==> src/rtl/wb_user_mailbox.sv <==
// Wishbone mailbox for the user address space: a host-to-user and a user-to-host
// FIFO of 32-bit words, with sticky overflow/underflow status and a level interrupt.
module wb_user_mailbox #(
    parameter int DEPTH = 8,
    parameter int CW    = $clog2(DEPTH) + 1
) (
    input  logic        wb_clk_i,
    input  logic        wb_rst_ni,
    input  logic        wbs_cyc_i,
    input  logic        wbs_stb_i,
    input  logic        wbs_we_i,
    input  logic [3:0]  wbs_sel_i,
    input  logic [31:0] wbs_adr_i,
    input  logic [31:0] wbs_dat_i,
    output logic        wbs_ack_o,
    output logic [31:0] wbs_dat_o,
    output logic        u_h2u_valid_o,
    output logic [31:0] u_h2u_data_o,
    input  logic        u_h2u_ready_i,
    input  logic        u_u2h_valid_i,
    input  logic [31:0] u_u2h_data_i,
    output logic        u_u2h_ready_o,
    output logic        user_irq_o
);
    localparam int PW = $clog2(DEPTH);
    localparam logic [CW-1:0] FULL_CNT = CW'(DEPTH);

    logic        req;
    logic [1:0]  reg_sel;
    logic        wr_tx, rd_rx, wr_status, wr_irq_en;
    logic [31:0] tx_word;
    logic [31:0] rd_data;
    logic [31:0] status;
    logic        ovf, unf;
    logic [1:0]  irq_en;
    logic        unused_adr;

    logic [31:0]   h2u_mem [DEPTH];
    logic [PW-1:0] h2u_wr_ptr, h2u_rd_ptr;
    logic [CW-1:0] h2u_count;
    logic          h2u_empty, h2u_full, h2u_push, h2u_pop, ovf_set;

    logic [31:0]   u2h_mem [DEPTH];
    logic [PW-1:0] u2h_wr_ptr, u2h_rd_ptr;
    logic [CW-1:0] u2h_count;
    logic          u2h_empty, u2h_full, u2h_push, u2h_pop, unf_set;

    assign unused_adr = ^{wbs_adr_i[31:4], wbs_adr_i[1:0]};

    // The pending ack masks the request, so a held strobe yields one access per two cycles.
    assign req       = wbs_cyc_i && wbs_stb_i && !wbs_ack_o;
    assign reg_sel   = wbs_adr_i[3:2];
    assign wr_tx     = req &&  wbs_we_i && (reg_sel == 2'd0);
    assign rd_rx     = req && !wbs_we_i && (reg_sel == 2'd1);
    assign wr_status = req &&  wbs_we_i && (reg_sel == 2'd2);
    assign wr_irq_en = req &&  wbs_we_i && (reg_sel == 2'd3) && wbs_sel_i[0];

    assign tx_word = {wbs_sel_i[3] ? wbs_dat_i[31:24] : 8'h00,
                      wbs_sel_i[2] ? wbs_dat_i[23:16] : 8'h00,
                      wbs_sel_i[1] ? wbs_dat_i[15:8]  : 8'h00,
                      wbs_sel_i[0] ? wbs_dat_i[7:0]   : 8'h00};

    assign h2u_empty = (h2u_count == '0);
    assign h2u_full  = (h2u_count == FULL_CNT);
    assign h2u_pop   = !h2u_empty && u_h2u_ready_i;
    // A same-edge user pop frees the slot, so a full FIFO still takes the push.
    assign h2u_push  = wr_tx && !(h2u_full && !h2u_pop);
    assign ovf_set   = wr_tx &&  (h2u_full && !h2u_pop);

    assign u2h_empty = (u2h_count == '0);
    assign u2h_full  = (u2h_count == FULL_CNT);
    assign u2h_push  = u_u2h_valid_i && !u2h_full;
    assign u2h_pop   = rd_rx && !u2h_empty;
    assign unf_set   = rd_rx &&  u2h_empty;

    assign u_h2u_valid_o = !h2u_empty;
    assign u_h2u_data_o  = h2u_empty ? 32'h0 : h2u_mem[h2u_rd_ptr];
    assign u_u2h_ready_o = !u2h_full;

    assign status = {8'h00, 8'(u2h_count), 8'(h2u_count), 2'b00,
                     unf, ovf, u2h_empty, u2h_full, h2u_empty, h2u_full};

    always_comb begin
        rd_data = 32'h0;
        if (!wbs_we_i) begin
            case (reg_sel)
                2'd1:    rd_data = u2h_empty ? 32'h0 : u2h_mem[u2h_rd_ptr];
                2'd2:    rd_data = status;
                2'd3:    rd_data = {30'h0, irq_en};
                default: rd_data = 32'h0;
            endcase
        end
    end

    always_ff @(posedge wb_clk_i) begin
        if (h2u_push) h2u_mem[h2u_wr_ptr] <= tx_word;
        if (u2h_push) u2h_mem[u2h_wr_ptr] <= u_u2h_data_i;
    end

    always_ff @(posedge wb_clk_i or negedge wb_rst_ni) begin
        if (!wb_rst_ni) begin
            h2u_wr_ptr <= '0;
            h2u_rd_ptr <= '0;
            h2u_count  <= '0;
            u2h_wr_ptr <= '0;
            u2h_rd_ptr <= '0;
            u2h_count  <= '0;
        end else begin
            if (h2u_push) h2u_wr_ptr <= h2u_wr_ptr + PW'(1);
            if (h2u_pop)  h2u_rd_ptr <= h2u_rd_ptr + PW'(1);
            if (h2u_push && !h2u_pop)      h2u_count <= h2u_count + CW'(1);
            else if (!h2u_push && h2u_pop) h2u_count <= h2u_count - CW'(1);
            if (u2h_push) u2h_wr_ptr <= u2h_wr_ptr + PW'(1);
            if (u2h_pop)  u2h_rd_ptr <= u2h_rd_ptr + PW'(1);
            if (u2h_push && !u2h_pop)      u2h_count <= u2h_count + CW'(1);
            else if (!u2h_push && u2h_pop) u2h_count <= u2h_count - CW'(1);
        end
    end

    always_ff @(posedge wb_clk_i or negedge wb_rst_ni) begin
        if (!wb_rst_ni) begin
            wbs_ack_o  <= 1'b0;
            wbs_dat_o  <= 32'h0;
            ovf        <= 1'b0;
            unf        <= 1'b0;
            irq_en     <= 2'b00;
            user_irq_o <= 1'b0;
        end else begin
            wbs_ack_o <= req;
            wbs_dat_o <= req ? rd_data : 32'h0;
            if (ovf_set)                        ovf <= 1'b1;
            else if (wr_status && wbs_dat_i[4]) ovf <= 1'b0;
            if (unf_set)                        unf <= 1'b1;
            else if (wr_status && wbs_dat_i[5]) unf <= 1'b0;
            if (wr_irq_en) irq_en <= wbs_dat_i[1:0];
            user_irq_o <= (irq_en[0] && !u2h_empty) || (irq_en[1] && h2u_empty);
        end
    end
endmodule

==> config.mk <==
export PLATFORM = sky130hd
export DESIGN_NAME = wb_user_mailbox
export DESIGN_NICKNAME = d
export VERILOG_FILES = /design/src/rtl/wb_user_mailbox.sv
export SDC_FILE = /design/constraint.sdc
export NUM_CORES = 1
export LEC_CHECK = 0
export CAP_MARGIN = 20
export CELL_PAD_IN_SITES_DETAIL_PLACEMENT = 1
export CELL_PAD_IN_SITES_GLOBAL_PLACEMENT = 2
export CORE_MARGIN = 4
export CORE_UTILIZATION = 44
export CTS_CLUSTER_DIAMETER = 200
export DETAILED_ROUTE_END_ITERATION = 16
export DONT_BUFFER_PORTS = 1
export PLACE_DENSITY_LB_ADDON = 0.1
export RECOVER_POWER = 25
export SLEW_MARGIN = 20
export SYNTH_ARGS = -nofsm -noshare
export SYNTH_HDL_FRONTEND = slang
export SYNTH_SLANG_ARGS = --single-unit
==> constraint.sdc <==
create_clock -name wb_clk_i -period 4.27 [get_ports wb_clk_i]
set_input_delay 0.427 -clock wb_clk_i [delete_from_list [all_inputs] [get_ports wb_clk_i]]
set_output_delay 0.427 -clock wb_clk_i [all_outputs]
set_load 0.1 [all_outputs]
==> out/metrics.yaml <==
synth:
  syn_area_sq_um: 22000
  ys_types: 43
  synth.avg_cell_area_sq_um: 20.6
  yosys_warnings: 0
  ys_seq_area_share_pct: 76.4
  ys_seq_elements: 570
  synth_nets: 1186
  syn_inst: 1067
worst_hold_path:
  holdPathEnd: "h2u_rd_ptr[0]$_DFFE_PN0P_"
  hold_start: "u_h2u_ready_i"
  hp-class: "in2reg"
  holdPathStages: 2
timing:
  post-route-min-period_ns: 3.30
  fin_skew_ns: 0.0175
  fin_ws_ns: 0.971
  worst-slew-pin-transition_ns: 1.06
  hold_viol: 0
  rsz0062_at_grt: "false"
  fin_crit_sh_pct: 77.3
  relSlewSlack_pct: 29.2
  holdWs_ns: 0.0627
  setup_viol: 0
  fmax_mhz: 303
  tns_ns: 0
  finalMaxSlewViolations: 0
finish:
  fin_util_pct: 52.6
  finalInstanceArea_sq_um: 25900
  drive_gt1_share_pct: 27.9
  most-common-layout-cells: "edfxtp_1 (512), mux4_2 (120), mux2i_1 (74)"
  layout_commonest_cell: "edfxtp_1"
  final_cells: 1905
  layout.nets: 1307
  syn2layout_area_growth_pct: 17.7
cts:
  root_buffer: "clkbuf_16"
  clock-sinks: 570
  cts_buffer_depth: 3
  path_clk_slew_ns: 0.06
  cts-buffers-inserted: 59
  cts_tree: "yes"
  cts_resized: 0
  post_cts_buffers: 0
  htreeDepth: 2
  clkLatencyLatePin_ns: 0.61
grt:
  grt_max_degree: 59
  grt_pass1_wl_um: 73000
  grt.total_usage_pct: 18.2
  antenna_found_initial: 6
  grt-ovfl-total: 0
  grt_pass1_vias: 11500
critical_path:
  critPathLaunchType: "flop"
  cp-startpoint: "h2u_rd_ptr[0]$_DFFE_PN0P_"
  r2r_slack_ns: 1.06
  endpoint_kind: "primary output"
  max_stage_delay_ns: 0.82
  r2r-end: "h2u_count[3]$_DFFE_PN0P_"
  path_cells: "buf_4, mux4_2, mux2i_1, nor2_2, buf_4"
  rr_worst_depth: 9
  cp_common_cell: "buf_4"
  slowest_stage: "dfrtp_4"
  required_ns: 3.84
  crit_arrival_ns: 2.87
  crit_type: "reg2out"
  reg2reg_from: "h2u_count[0]$_DFFE_PN0P_"
  cp_max_fo: 29
floorplan:
  initial_core_util_pct: 44.7
  ios: 175
  row_count: 81
  fp.dieW_um: 232
  die_h_um: 232
  dieArea_sq_um: 53700
  core-area_sq_um: 49300
pwr:
  ir_worst_vdd_uv: 406
  power_mw: 18.2
  p_leak_nw: 8.54
  p_per_area_nw_per_um2: 702
place:
  post_dp_cell_area_sq_um: 23400
  placedCellCount: 1748
  globalplace.congestion: 0.714
  portBuffers: 0
  dp_worst_setup_slack_ns: 1.02
  place_hpwl_um: 27200
detailed_routing:
  vias: 10300
  routedWlPerCell_um: 25.0
  drc: 0
  dr.pass1.iters: 4
  drtAntennaViolNets: 0
  routed_via_density: 5.39
  drt_iter0_drc: 691
  routed_wirelength_um: 47700
run_status:
  status: "completed"
job:
  drv_cap: 0
==> area by class of cell <==
class,instances,area [sq um]
multi-input combinational,441,5170
fill,4391,23300
clock inverter,19,314
tap,664,831
inverter,7,26.3
antenna,3,7.51
clock buffer,92,1770
sequential,570,16800
timing repair buffer,109,956
==> worst max path at each step <==
stage                                     to  slack, ns  cells after the start
detailed placement  h2u_count[3]$_DFFE_PN0P_       1.02                      9
CTS                          u_h2u_data_o[3]       0.83                      5
global placement    h2u_count[3]$_DFFE_PN0P_       1.09                      9
global route                u_h2u_data_o[20]       0.74                      5
floorplan            h2u_mem[2][0]$_DFFE_PP_       0.05                      5
finish                      u_h2u_data_o[20]       0.97                      5
==> state kept, by name, summed over array words and instances, names as in the netlist <==
name and count:
h2u_mem 256, u2h_count 4, ovf 1, user_irq_o 1, h2u_rd_ptr 3, wbs_dat_o 32
unf 1, u2h_rd_ptr 3, h2u_count 4, u2h_mem 256, u2h_wr_ptr 3, wbs_ack_o 1
irq_en 2, h2u_wr_ptr 3
==> worst max-delay path: cells and delay by family, from the launching register on <==
kind	cells	cell delay [ns]
multiplexers	2	0.73
flip-flops	1	0.82
AND/OR/NAND/NOR	1	0.05
buffers and inverters	2	0.65
==> cell families (layout without fill, tap and decap cells) <==
family / Yosys count / count (layout) / share of synthesized area (%)
AOI/OAI and AO/OA: 49 / 49 / 1.52
adders and majority gates: 12 / 12 / 0.750
DFF: 570 / 570 / 76.4
other: 0 / 3 / 0
buffers and inverters: 56 / 227 / 1.16
xor gates and xnor gates: 12 / 12 / 0.477
muxes: 201 / 201 / 16.0
and+or+nand+nor: 167 / 167 / 3.71
==> cells in the mapped netlist (all sizes together) <==
master	count	area, sq um
a2111oi	2	17.5
o31ai	4	30.0
a21oi	13	65.1
inv	7	26.3
nor2b	2	12.5
or4b	1	13.8
clkbuf	12	45.0
mux2i	74	741
xnor2	11	96.3
and2	33	206
a22oi	8	60.1
nand3	4	20.0
o211ai	9	81.3
nand4bb	1	11.3
a21o	2	15.0
nor3b	1	7.51
nor4	5	37.5
nor2	63	239
and4b	1	10.0
ha	10	125
nand2	33	126
nor4b	2	17.5
or2	1	6.26
dfrtp	58	1450
fa	2	40.0
o22ai	6	37.5
o21ai	4	20.0
mux2	7	78.8
edfxtp	512	15400
nand4b	1	8.76
buf	37	185
nand2b	5	31.3
xor2	1	8.76
a22o	1	8.76
nor3	14	70.1
mux4	120	2700
==> power by group <==
group	leakage, nW	internal [mW]	switching, mW
combinational	2.11	1.91	3.61
sequential	5.42	6.58	0.680
clock	1.01	3.32	2.08
total	8.54	11.8	6.37
==> routing by layer <==
metal	up-vias	share of wire, %	wire [um]	GRT usage (%)
li1	4581	-	-	-
met1	5456	41	19400	22.8
met2	170	54	25600	33.2
met3	63	3.8	1820	2.99
met4	4	1.8	857	4.46
met5	-	0.055	26	0
==> repair_timing <==
action,CTS,global route
setup endpoints to repair,0,0
hold buffers,43,0
hold endpoints to repair,322,0
Power figures use the tool's default switching activity.
